[config.mk]
export PLATFORM = sky130hd
export DESIGN_NAME = mux4_rr_arbiter_flat
export DESIGN_NICKNAME = d
export VERILOG_FILES = /design/src/rtl/mux4_rr_arbiter_if.sv /design/src/rtl/mux4_rr_arbiter.sv /design/src/flat_wrapper.sv
export SDC_FILE = /design/constraint.sdc
export NUM_CORES = 1
export LEC_CHECK = 0
export CORE_ASPECT_RATIO = 1.4
export CORE_MARGIN = 5
export CORE_UTILIZATION = 50
export CTS_CLUSTER_SIZE = 25
export DETAILED_ROUTE_END_ITERATION = 8
export MAX_ROUTING_LAYER = met4
export PLACE_DENSITY = 0.81
export SYNTH_ARGS = -nofsm -noshare
export SYNTH_HDL_FRONTEND = slang
export SYNTH_SLANG_ARGS = --single-unit
[constraint.sdc]
create_clock -name clk -period 2.9 [get_ports clk]
set_clock_uncertainty 0.15 [all_clocks]
set_input_delay 0.58 -clock clk [delete_from_list [all_inputs] [get_ports clk]]
set_output_delay 0.58 -clock clk [all_outputs]
set_load 0.01 [all_outputs]
[src/rtl/mux4_rr_arbiter_if.sv]
// -----------------------------------------------------------------------------
// mux4_rr_arbiter_if
// Bundles the request/data side and the granted/muxed output side of the
// four-way round-robin mux arbiter.
//   req      4       request per source: [0]=X [1]=Y [2]=Z [3]=W
//   X,Y,Z,W  DATA_W  source words
//   gnt      4       one-hot grant, 0 when idle
//   s1,s0    1       mux selects, {s1,s0} = granted index
//   M        DATA_W  registered mux output
//   valid    1       M holds a word transferred under grant
//   busy     1       arbiter is in GRANT state
// master : the requesting sources / sink side
// slave  : the arbiter itself
// -----------------------------------------------------------------------------
interface mux4_rr_arbiter_if #(
    parameter int DATA_W = 3
);
    logic [3:0]        req;
    logic [DATA_W-1:0] X;
    logic [DATA_W-1:0] Y;
    logic [DATA_W-1:0] Z;
    logic [DATA_W-1:0] W;
    logic [3:0]        gnt;
    logic              s1;
    logic              s0;
    logic [DATA_W-1:0] M;
    logic              valid;
    logic              busy;

    modport master (
        output req, X, Y, Z, W,
        input  gnt, s1, s0, M, valid, busy
    );

    modport slave (
        input  req, X, Y, Z, W,
        output gnt, s1, s0, M, valid, busy
    );
endinterface

[src/rtl/mux4_rr_arbiter.sv]
// -----------------------------------------------------------------------------
// mux4_rr_arbiter
// Round-robin arbiter sharing one 4:1 DATA_W-bit mux channel among four
// requesters. The grant drives the internal 2x1-mux tree selects, and the
// selected word is registered onto M with a valid flag. Bursts are bounded
// to MAX_BURST cycles while another requester is waiting.
// Ports:
//   clk   rising-edge clock
//   rst   asynchronous, active-high reset
//   bus   mux4_rr_arbiter_if.slave (req, X..W in; gnt, s1, s0, M, valid, busy out)
// -----------------------------------------------------------------------------
module mux4_rr_arbiter #(
    parameter int DATA_W    = 3,
    parameter int MAX_BURST = 4
) (
    input  logic                 clk,
    input  logic                 rst,
    mux4_rr_arbiter_if.slave     bus
);

    localparam int CNT_W = $clog2(MAX_BURST + 1);
    localparam logic [CNT_W-1:0] CNT_ONE = CNT_W'(1);
    localparam logic [CNT_W-1:0] CNT_MAX = CNT_W'(MAX_BURST);

    typedef enum logic [0:0] {
        IDLE  = 1'b0,
        GRANT = 1'b1
    } state_t;

    state_t              state_r;
    logic [1:0]          ptr_r;
    logic [1:0]          owner_r;
    logic [CNT_W-1:0]    cnt_r;
    logic [3:0]          gnt_r;
    logic                s1_r;
    logic                s0_r;
    logic                busy_r;
    logic [DATA_W-1:0]   m_r;
    logic                valid_r;

    logic [3:0]          others_s;
    logic                any_req_s;
    logic                any_other_s;
    logic                owner_req_s;
    logic [1:0]          idle_pick_s;
    logic [1:0]          next_pick_s;
    logic [DATA_W-1:0]   mux_s;

    // First asserted request searching base+1, base+2, ... wrapping modulo 4.
    function automatic logic [1:0] rr_pick(input logic [3:0] r, input logic [1:0] base);
        logic [1:0] idx;
        logic [1:0] res;
        logic       found;
        res   = base;
        found = 1'b0;
        for (int k = 1; k <= 4; k++) begin
            idx = base + 2'(k);
            if (!found && r[idx]) begin
                res   = idx;
                found = 1'b1;
            end else begin
                res   = res;
                found = found;
            end
        end
        return res;
    endfunction

    function automatic logic [3:0] one_hot(input logic [1:0] idx);
        return 4'b0001 << idx;
    endfunction

    function automatic logic [DATA_W-1:0] mux2(input logic [DATA_W-1:0] a,
                                               input logic [DATA_W-1:0] b,
                                               input logic              sel);
        return sel ? b : a;
    endfunction

    // Arbitration decisions and the 2x1-mux tree driven by the registered selects.
    always_comb begin
        others_s    = bus.req & ~one_hot(owner_r);
        any_req_s   = |bus.req;
        any_other_s = |others_s;
        owner_req_s = bus.req[owner_r];
        idle_pick_s = rr_pick(bus.req, ptr_r);
        // Searching from the owner skips it; this serves both the release
        // case (owner not requesting) and the forced rotation.
        next_pick_s = rr_pick(others_s, owner_r);
        mux_s       = mux2(mux2(bus.X, bus.Y, s0_r), mux2(bus.Z, bus.W, s0_r), s1_r);
    end

    // Arbitration FSM with registered grant, selects and busy.
    always_ff @(posedge clk or posedge rst) begin
        if (rst) begin
            state_r <= IDLE;
            ptr_r   <= 2'd3;
            owner_r <= 2'd0;
            cnt_r   <= '0;
            gnt_r   <= 4'b0000;
            s1_r    <= 1'b0;
            s0_r    <= 1'b0;
            busy_r  <= 1'b0;
        end else begin
            case (state_r)
                IDLE: begin
                    if (any_req_s) begin
                        state_r <= GRANT;
                        owner_r <= idle_pick_s;
                        gnt_r   <= one_hot(idle_pick_s);
                        s1_r    <= idle_pick_s[1];
                        s0_r    <= idle_pick_s[0];
                        cnt_r   <= CNT_ONE;
                        busy_r  <= 1'b1;
                    end else begin
                        gnt_r   <= 4'b0000;
                        s1_r    <= 1'b0;
                        s0_r    <= 1'b0;
                        busy_r  <= 1'b0;
                    end
                end
                GRANT: begin
                    if (!owner_req_s) begin
                        ptr_r <= owner_r;
                        if (any_other_s) begin
                            // Hand over directly, no idle cycle in between.
                            owner_r <= next_pick_s;
                            gnt_r   <= one_hot(next_pick_s);
                            s1_r    <= next_pick_s[1];
                            s0_r    <= next_pick_s[0];
                            cnt_r   <= CNT_ONE;
                        end else begin
                            state_r <= IDLE;
                            gnt_r   <= 4'b0000;
                            s1_r    <= 1'b0;
                            s0_r    <= 1'b0;
                            cnt_r   <= '0;
                            busy_r  <= 1'b0;
                        end
                    end else if (cnt_r == CNT_MAX && any_other_s) begin
                        ptr_r   <= owner_r;
                        owner_r <= next_pick_s;
                        gnt_r   <= one_hot(next_pick_s);
                        s1_r    <= next_pick_s[1];
                        s0_r    <= next_pick_s[0];
                        cnt_r   <= CNT_ONE;
                    end else if (cnt_r == CNT_MAX) begin
                        // Nobody else waiting: the owner simply starts a new burst.
                        cnt_r   <= CNT_ONE;
                    end else begin
                        cnt_r   <= cnt_r + CNT_ONE;
                    end
                end
                default: begin
                    state_r <= IDLE;
                    gnt_r   <= 4'b0000;
                    s1_r    <= 1'b0;
                    s0_r    <= 1'b0;
                    cnt_r   <= '0;
                    busy_r  <= 1'b0;
                end
            endcase
        end
    end

    // Output word register: loads only while the owner still requests.
    always_ff @(posedge clk or posedge rst) begin
        if (rst) begin
            m_r     <= '0;
            valid_r <= 1'b0;
        end else if (state_r == GRANT && owner_req_s) begin
            m_r     <= mux_s;
            valid_r <= 1'b1;
        end else begin
            valid_r <= 1'b0;
        end
    end

    assign bus.gnt   = gnt_r;
    assign bus.s1    = s1_r;
    assign bus.s0    = s0_r;
    assign bus.busy  = busy_r;
    assign bus.M     = m_r;
    assign bus.valid = valid_r;

endmodule

[src/flat_wrapper.sv]
// flat-port wrapper written by rule: the top's interface ports become plain ports
module mux4_rr_arbiter_flat 
#(
    parameter int DATA_W    = 3,
    parameter int MAX_BURST = 4
)
  (clk, rst, bus_req, bus_X, bus_Y, bus_Z, bus_W, bus_gnt, bus_s1, bus_s0, bus_M, bus_valid, bus_busy);
  mux4_rr_arbiter_if #(.DATA_W(DATA_W)) bus_i ();
  input  logic clk;
  input  logic rst;
  input wire logic [$bits(bus_i.req)-1:0] bus_req;
  input wire logic [$bits(bus_i.X)-1:0] bus_X;
  input wire logic [$bits(bus_i.Y)-1:0] bus_Y;
  input wire logic [$bits(bus_i.Z)-1:0] bus_Z;
  input wire logic [$bits(bus_i.W)-1:0] bus_W;
  output wire logic [$bits(bus_i.gnt)-1:0] bus_gnt;
  output wire logic [$bits(bus_i.s1)-1:0] bus_s1;
  output wire logic [$bits(bus_i.s0)-1:0] bus_s0;
  output wire logic [$bits(bus_i.M)-1:0] bus_M;
  output wire logic [$bits(bus_i.valid)-1:0] bus_valid;
  output wire logic [$bits(bus_i.busy)-1:0] bus_busy;
  assign bus_i.req = bus_req;
  assign bus_i.X = bus_X;
  assign bus_i.Y = bus_Y;
  assign bus_i.Z = bus_Z;
  assign bus_i.W = bus_W;
  assign bus_gnt = bus_i.gnt;
  assign bus_s1 = bus_i.s1;
  assign bus_s0 = bus_i.s0;
  assign bus_M = bus_i.M;
  assign bus_valid = bus_i.valid;
  assign bus_busy = bus_i.busy;
  mux4_rr_arbiter #(.DATA_W(DATA_W), .MAX_BURST(MAX_BURST)) u_core (.clk(clk), .rst(rst), .bus(bus_i));
endmodule
Word-level counts from Yosys, hierarchy flattened. Index checks and enable logic that the tools add are counted. W data, S select, Z words.

Bitwise gates (word level): 3. Mux-type cells: 71. Equal/unequal tests: 7. Add/sub/neg operators: 7. Multiply operators: 0. Reduce and logical (&&, ||, !) cells: 19. $lt $le $gt $ge: 8. Shift-type cells: 3. Divide/modulo/power cells: 0.

Operators by type and width (number): $mux W1 (30); $mux W2 (14); $lt A2 B3 Y1 const B (8); $mux W3 (7); $bmux W1 S2 (9); $mux W4 (4); $shl A1 B2 Y4 const A (3); $add A2 B2 Y2 const B (4); $logic_and A1 B1 Y1 (8); $pmux W1 S2 (4); $pmux W4 S2 (1); $reduce_or A4 Y1 (2); $logic_not A1 Y1 (6); $ne A2 B2 Y1 const B (3); $ne A3 B3 Y1 const B (2); $pmux W3 S2 (1); $add A2 B1 Y2 const B (2); $and A4 B4 Y4 (1); $not A4 Y4 (1); $pmux W2 S2 (1); $reduce_and A2 Y1 (2); $add A3 B1 Y3 const B (1); $eq A3 B3 Y1 const B (1); $reduce_and A3 Y1 (1); 2 further kinds (2).

ROM bits: 0. Memories kept: 0. Output and inout bits: 11. Bits in registers: 19. Bits in writable memories: 0. Bits in latches: 0. Logic and storage cells: 128.

Longest topological paths before layout.
Depth after elaboration: 19. Mapped depth: 8.

Least setup slack after synthesis. No wires, ideal clock.

Path type: register to register. Start: register u_core.owner_r[0]. End: register u_core.gnt_r[0], in the netlist u_core.bus.gnt[0]. Data arrival time: 1910 ps. Clock period less this slack: 2186 ps. Cell stages (with the launch flop): 9. Library setup time: 126 ps. Path slack: 714 ps. Path through: dfrtp_1 > buf_2 > inv_1 > ha_1 > mux2i_1 > o21ai_0 > a211oi_2 > nor2_1 > a221o_1.

Word-level cells in the longest chain between the ends: 19.

RTL lines: start: declaration (line mux4_rr_arbiter.sv:32) `logic [1:0] owner_r;`; start signal: assignment (line mux4_rr_arbiter.sv:108) `owner_r <= idle_pick_s;`; start signal: assignment (line mux4_rr_arbiter.sv:126) `owner_r <= next_pick_s;`; start signal: assignment (line mux4_rr_arbiter.sv:141) `owner_r <= next_pick_s;`; branches (longest 19 deep; another with $add A2 B1 Y2); end signal: assignment (line mux4_rr_arbiter.sv:109) `gnt_r <= one_hot(idle_pick_s);`; end signal: assignment (line mux4_rr_arbiter.sv:127) `gnt_r <= one_hot(next_pick_s);`; end signal: assignment (line mux4_rr_arbiter.sv:142) `gnt_r <= one_hot(next_pick_s);`; end: declaration (line mux4_rr_arbiter.sv:34) `logic [3:0] gnt_r;`.

Parallel ways; which one is timed is not known. The select of a mux whose other input is x is not followed. A chain may end at the register's enable or synchronous reset.

Final worst setup path.
Start: register u_core.owner_r[0]. End: register u_core.gnt_r[1], in the netlist u_core.bus.gnt[1].

The elaborated chain is that of the path after synthesis.

==> flow_metrics.env <==
export IMPL_detail_route_iter0_violations=37
export IMPL_final_cell_mix="28 x clkdlybuf4s50_1, 20 x nand2_1, 17 x dfrtp_1"
export IMPL_port_buffers=28
export IMPL_finalMaxSlewViolations=0
export IMPL_grt_overflow=0
export IMPL_worst_pin_slew_ns=0.703
export IMPL_rsz0062_at_grt="false"
export IMPL_cp_start_kind="register"
export IMPL_fmaxAchievable_mhz=404
export IMPL_syn_area_sq_mm=0.00133
export IMPL_setup_tns_ns=0
export IMPL_syn_inst=142
export IMPL_syn_area_per_cell_sq_um=9.36
export IMPL_cts_tree="done"
export IMPL_synthAdderAreaFrac_pct=5.65
export IMPL_rows=22
export IMPL_htreeDepth=1
export IMPL_ys_flop_type="dfrtp_1"
export IMPL_synth_top_family_by_area="simple AND/OR/NAND/NOR gates"
export IMPL_yosysWarnings=0
export IMPL_grt_pass1_wl_mm=5.68
export IMPL_yosys_register_bits=19
export IMPL_reg2reg_depth=7
export IMPL_place_congestion=0.885
export IMPL_cts_sinks=19
export IMPL_hold_depth=2
export IMPL_ctsHoldBuffers=0
export IMPL_dp_hpwl_mm=2.84
export IMPL_clkTransAtPathRegs_ns=0.11
export IMPL_end_kind="register"
export IMPL_async_flop_share_pct=100
export IMPL_reg2reg_from="u_core.owner_r[0]"
export IMPL_grt_pass1_vias=1275
export IMPL_hold_end="u_core.bus.M[1]"
export IMPL_die_area_sq_mm=0.00380
export IMPL_status="finished clean"
export IMPL_synth_edf_count=0
export IMPL_criticalPathCategory="reg -> reg"
export IMPL_drive_gt1_share_pct=12.2
export IMPL_max_cap_violations=0
export IMPL_finalCritPeriodShare_pct=85.3
export IMPL_cts_resized=0
export IMPL_coreArea_sq_mm=0.00259
export IMPL_peakVddDrop_mv=0.592
export IMPL_power_density_mw_per_mm2=1060
export IMPL_cts_made_buffers=3
export IMPL_setup_viol=0
export IMPL_synthMuxAreaShare_pct=11.5
export IMPL_wl_mm=3.38
export IMPL_antenna_found_initial=0
export IMPL_regToRegSetupSlack_ns=0.43
export IMPL_post_cts_setup_buffers=0
export IMPL_first_pass_iters=4
export IMPL_cp_required_ns=2.95
export IMPL_period_minus_slack_ns=2.47
export IMPL_grt_max_degree=20
export IMPL_ys_seq_area_share_pct=36.0
export IMPL_antenna_cells=0
export IMPL_wl_per_cell_um=16.3
export IMPL_grt_usage_pct=20.6
export IMPL_route_detailed_drc=0
export IMPL_io_pins=29
export IMPL_vias=1196
export IMPL_die_h_um=71.0
export IMPL_cts_root_buf="clkbuf_4"
export IMPL_crit_fanout=13
export IMPL_syn_nets=166
export IMPL_layout_commonest_cell="clkdlybuf4s50_1"
export IMPL_areaGrowthSynthToFinish_pct=25.6
export IMPL_synth_xor_area_share_pct=0
export IMPL_cts_buffer_depth=2
export IMPL_die_w_um=53.6
export IMPL_viasPerCell=5.75
export IMPL_drtAntennaViolNets=0
export IMPL_p_leak_nw=0.723
export IMPL_slew_headroom_pct=53.1
export IMPL_min_path_type="reg -> reg"
export IMPL_synth_compound_area_share_pct=18.5
export IMPL_start_util_pct=51.4
export IMPL_final_nets=197
export IMPL_synth_cell_types=43
export IMPL_yosys_area_share_simple_pct=23.0
export IMPL_min_delay_start="u_core.bus.M[1]"
export IMPL_r2r_end="u_core.bus.gnt[1]"
export IMPL_clk_latency_ns=0.30
export IMPL_hold_violations=0
export IMPL_postLayoutCoreUtil_pct=64.5
export IMPL_worstPathArrival_ns=2.52
[registers in the layout, indices dropped and copies added (netlist names)]
| signal | cells |
|---|---|
| u_core.cnt_r | 3 |
| u_core.bus.gnt | 4 |
| u_core.bus.busy | 1 |
| u_core.bus.valid | 1 |
| u_core.ptr_r | 2 |
| u_core.state_r | 1 |
| u_core.owner_r | 2 |
| u_core.bus.M | 3 |
| u_core.bus.s1 | 1 |
| u_core.bus.s0 | 1 |
[cells by family after synthesis]
family          count (synthesis)
simple gates                   60
compound gates                 33
flops                          19
buf+inv                        14
mux                            10
fa+ha+maj                       6
[stage by stage]
step                setup WS (ns)  instances  area [sq um]  total power, mW  hold slack (ns)
floorplan                   0.714        142          1330             1.25            0.301
detailed placement          0.217        204          1640             1.65            0.319
CTS                         0.431        208          1670             1.78            0.349
global route                0.289        208          1670             1.93            0.380
global placement            0.254        204          1640             1.59            0.309
finish                      0.427        208          1670             1.77            0.349
[routing by layer]
metal	global-route usage, %	share of wire (%)
met1	20.0	34
met4	9.94	3.1
met3	2.53	5.0
met5	-	0
met2	37.9	57
[Yosys cell counts, types with 2 or more instances]
cell      count  area, sq um
nand2_1      20         75.1
dfrtp_1      17          425
inv_1         8         30.0
nor2_1        8         30.0
o21ai_0       8         40.0
ha_1          6         75.1
nand2b_1      5         31.3
nor3_1        5         25.0
mux2i_1       4         40.0
mux4_2        4         90.1
nand3_1       4         20.0
nor2b_1       4         25.0
a211oi_1      3         22.5
a31oi_1       3         18.8
buf_2         3         15.0
a21oi_1       2         10.0
a221o_1       2         20.0
a22o_1        2         17.5
a32oi_1       2         17.5
buf_6         2         22.5
dfstp_2       2         52.6
mux2_2        2         22.5
o211ai_1      2         15.0
o21a_1        2         15.0
or2_2         2         12.5
or2b_1        2         15.0
or3_1         2         12.5
[worst max-delay path: stages (launching register included)]
cell,delay (ns)
dfrtp_1,0.63
inv_1,0.19
ha_1,0.41
nor2b_1,0.07
a211oi_1,0.35
a211oi_2,0.13
buf_4,0.16
a221o_1,0.28
[where the power goes]
| group | switching (mW) | leakage (nW) | total [mW] | internal, mW |
|---|---|---|---|---|
| clock network | 0.0784 | 0.0150 | 0.132 | 0.0536 |
| logic | 0.535 | 0.478 | 1.08 | 0.546 |
| registers | 0.155 | 0.229 | 0.557 | 0.402 |
| total | 0.768 | 0.723 | 1.77 | 1.00 |
[area by class of cell]
class | instances | area [sq um]
Clock buffer | 4 | 26.3
Tap cell | 36 | 45.0
Multi-Input combinational cell | 109 | 779
Fill cell | 242 | 918
Sequential cell | 19 | 478
Inverter | 8 | 30.0
Timing Repair Buffer | 32 | 310
[how the worst max path moves through the flow]
stage / start / endpoint / slack [ns] / cells past startpoint
3_3_place_gp: bus_req[3] / u_core.cnt_r[0] / 0.25 / 5
5_1_grt: u_core.owner_r[0] / u_core.bus.gnt[1] / 0.29 / 7
4_1_cts: u_core.owner_r[0] / u_core.bus.gnt[1] / 0.43 / 7
3_5_place_dp: bus_req[3] / u_core.cnt_r[0] / 0.22 / 5
2_1_floorplan: u_core.owner_r[0] / u_core.bus.gnt[0] / 0.71 / 8
6_report: u_core.owner_r[0] / u_core.bus.gnt[1] / 0.43 / 7
Note: power is estimated with default switching activity, not from simulation.
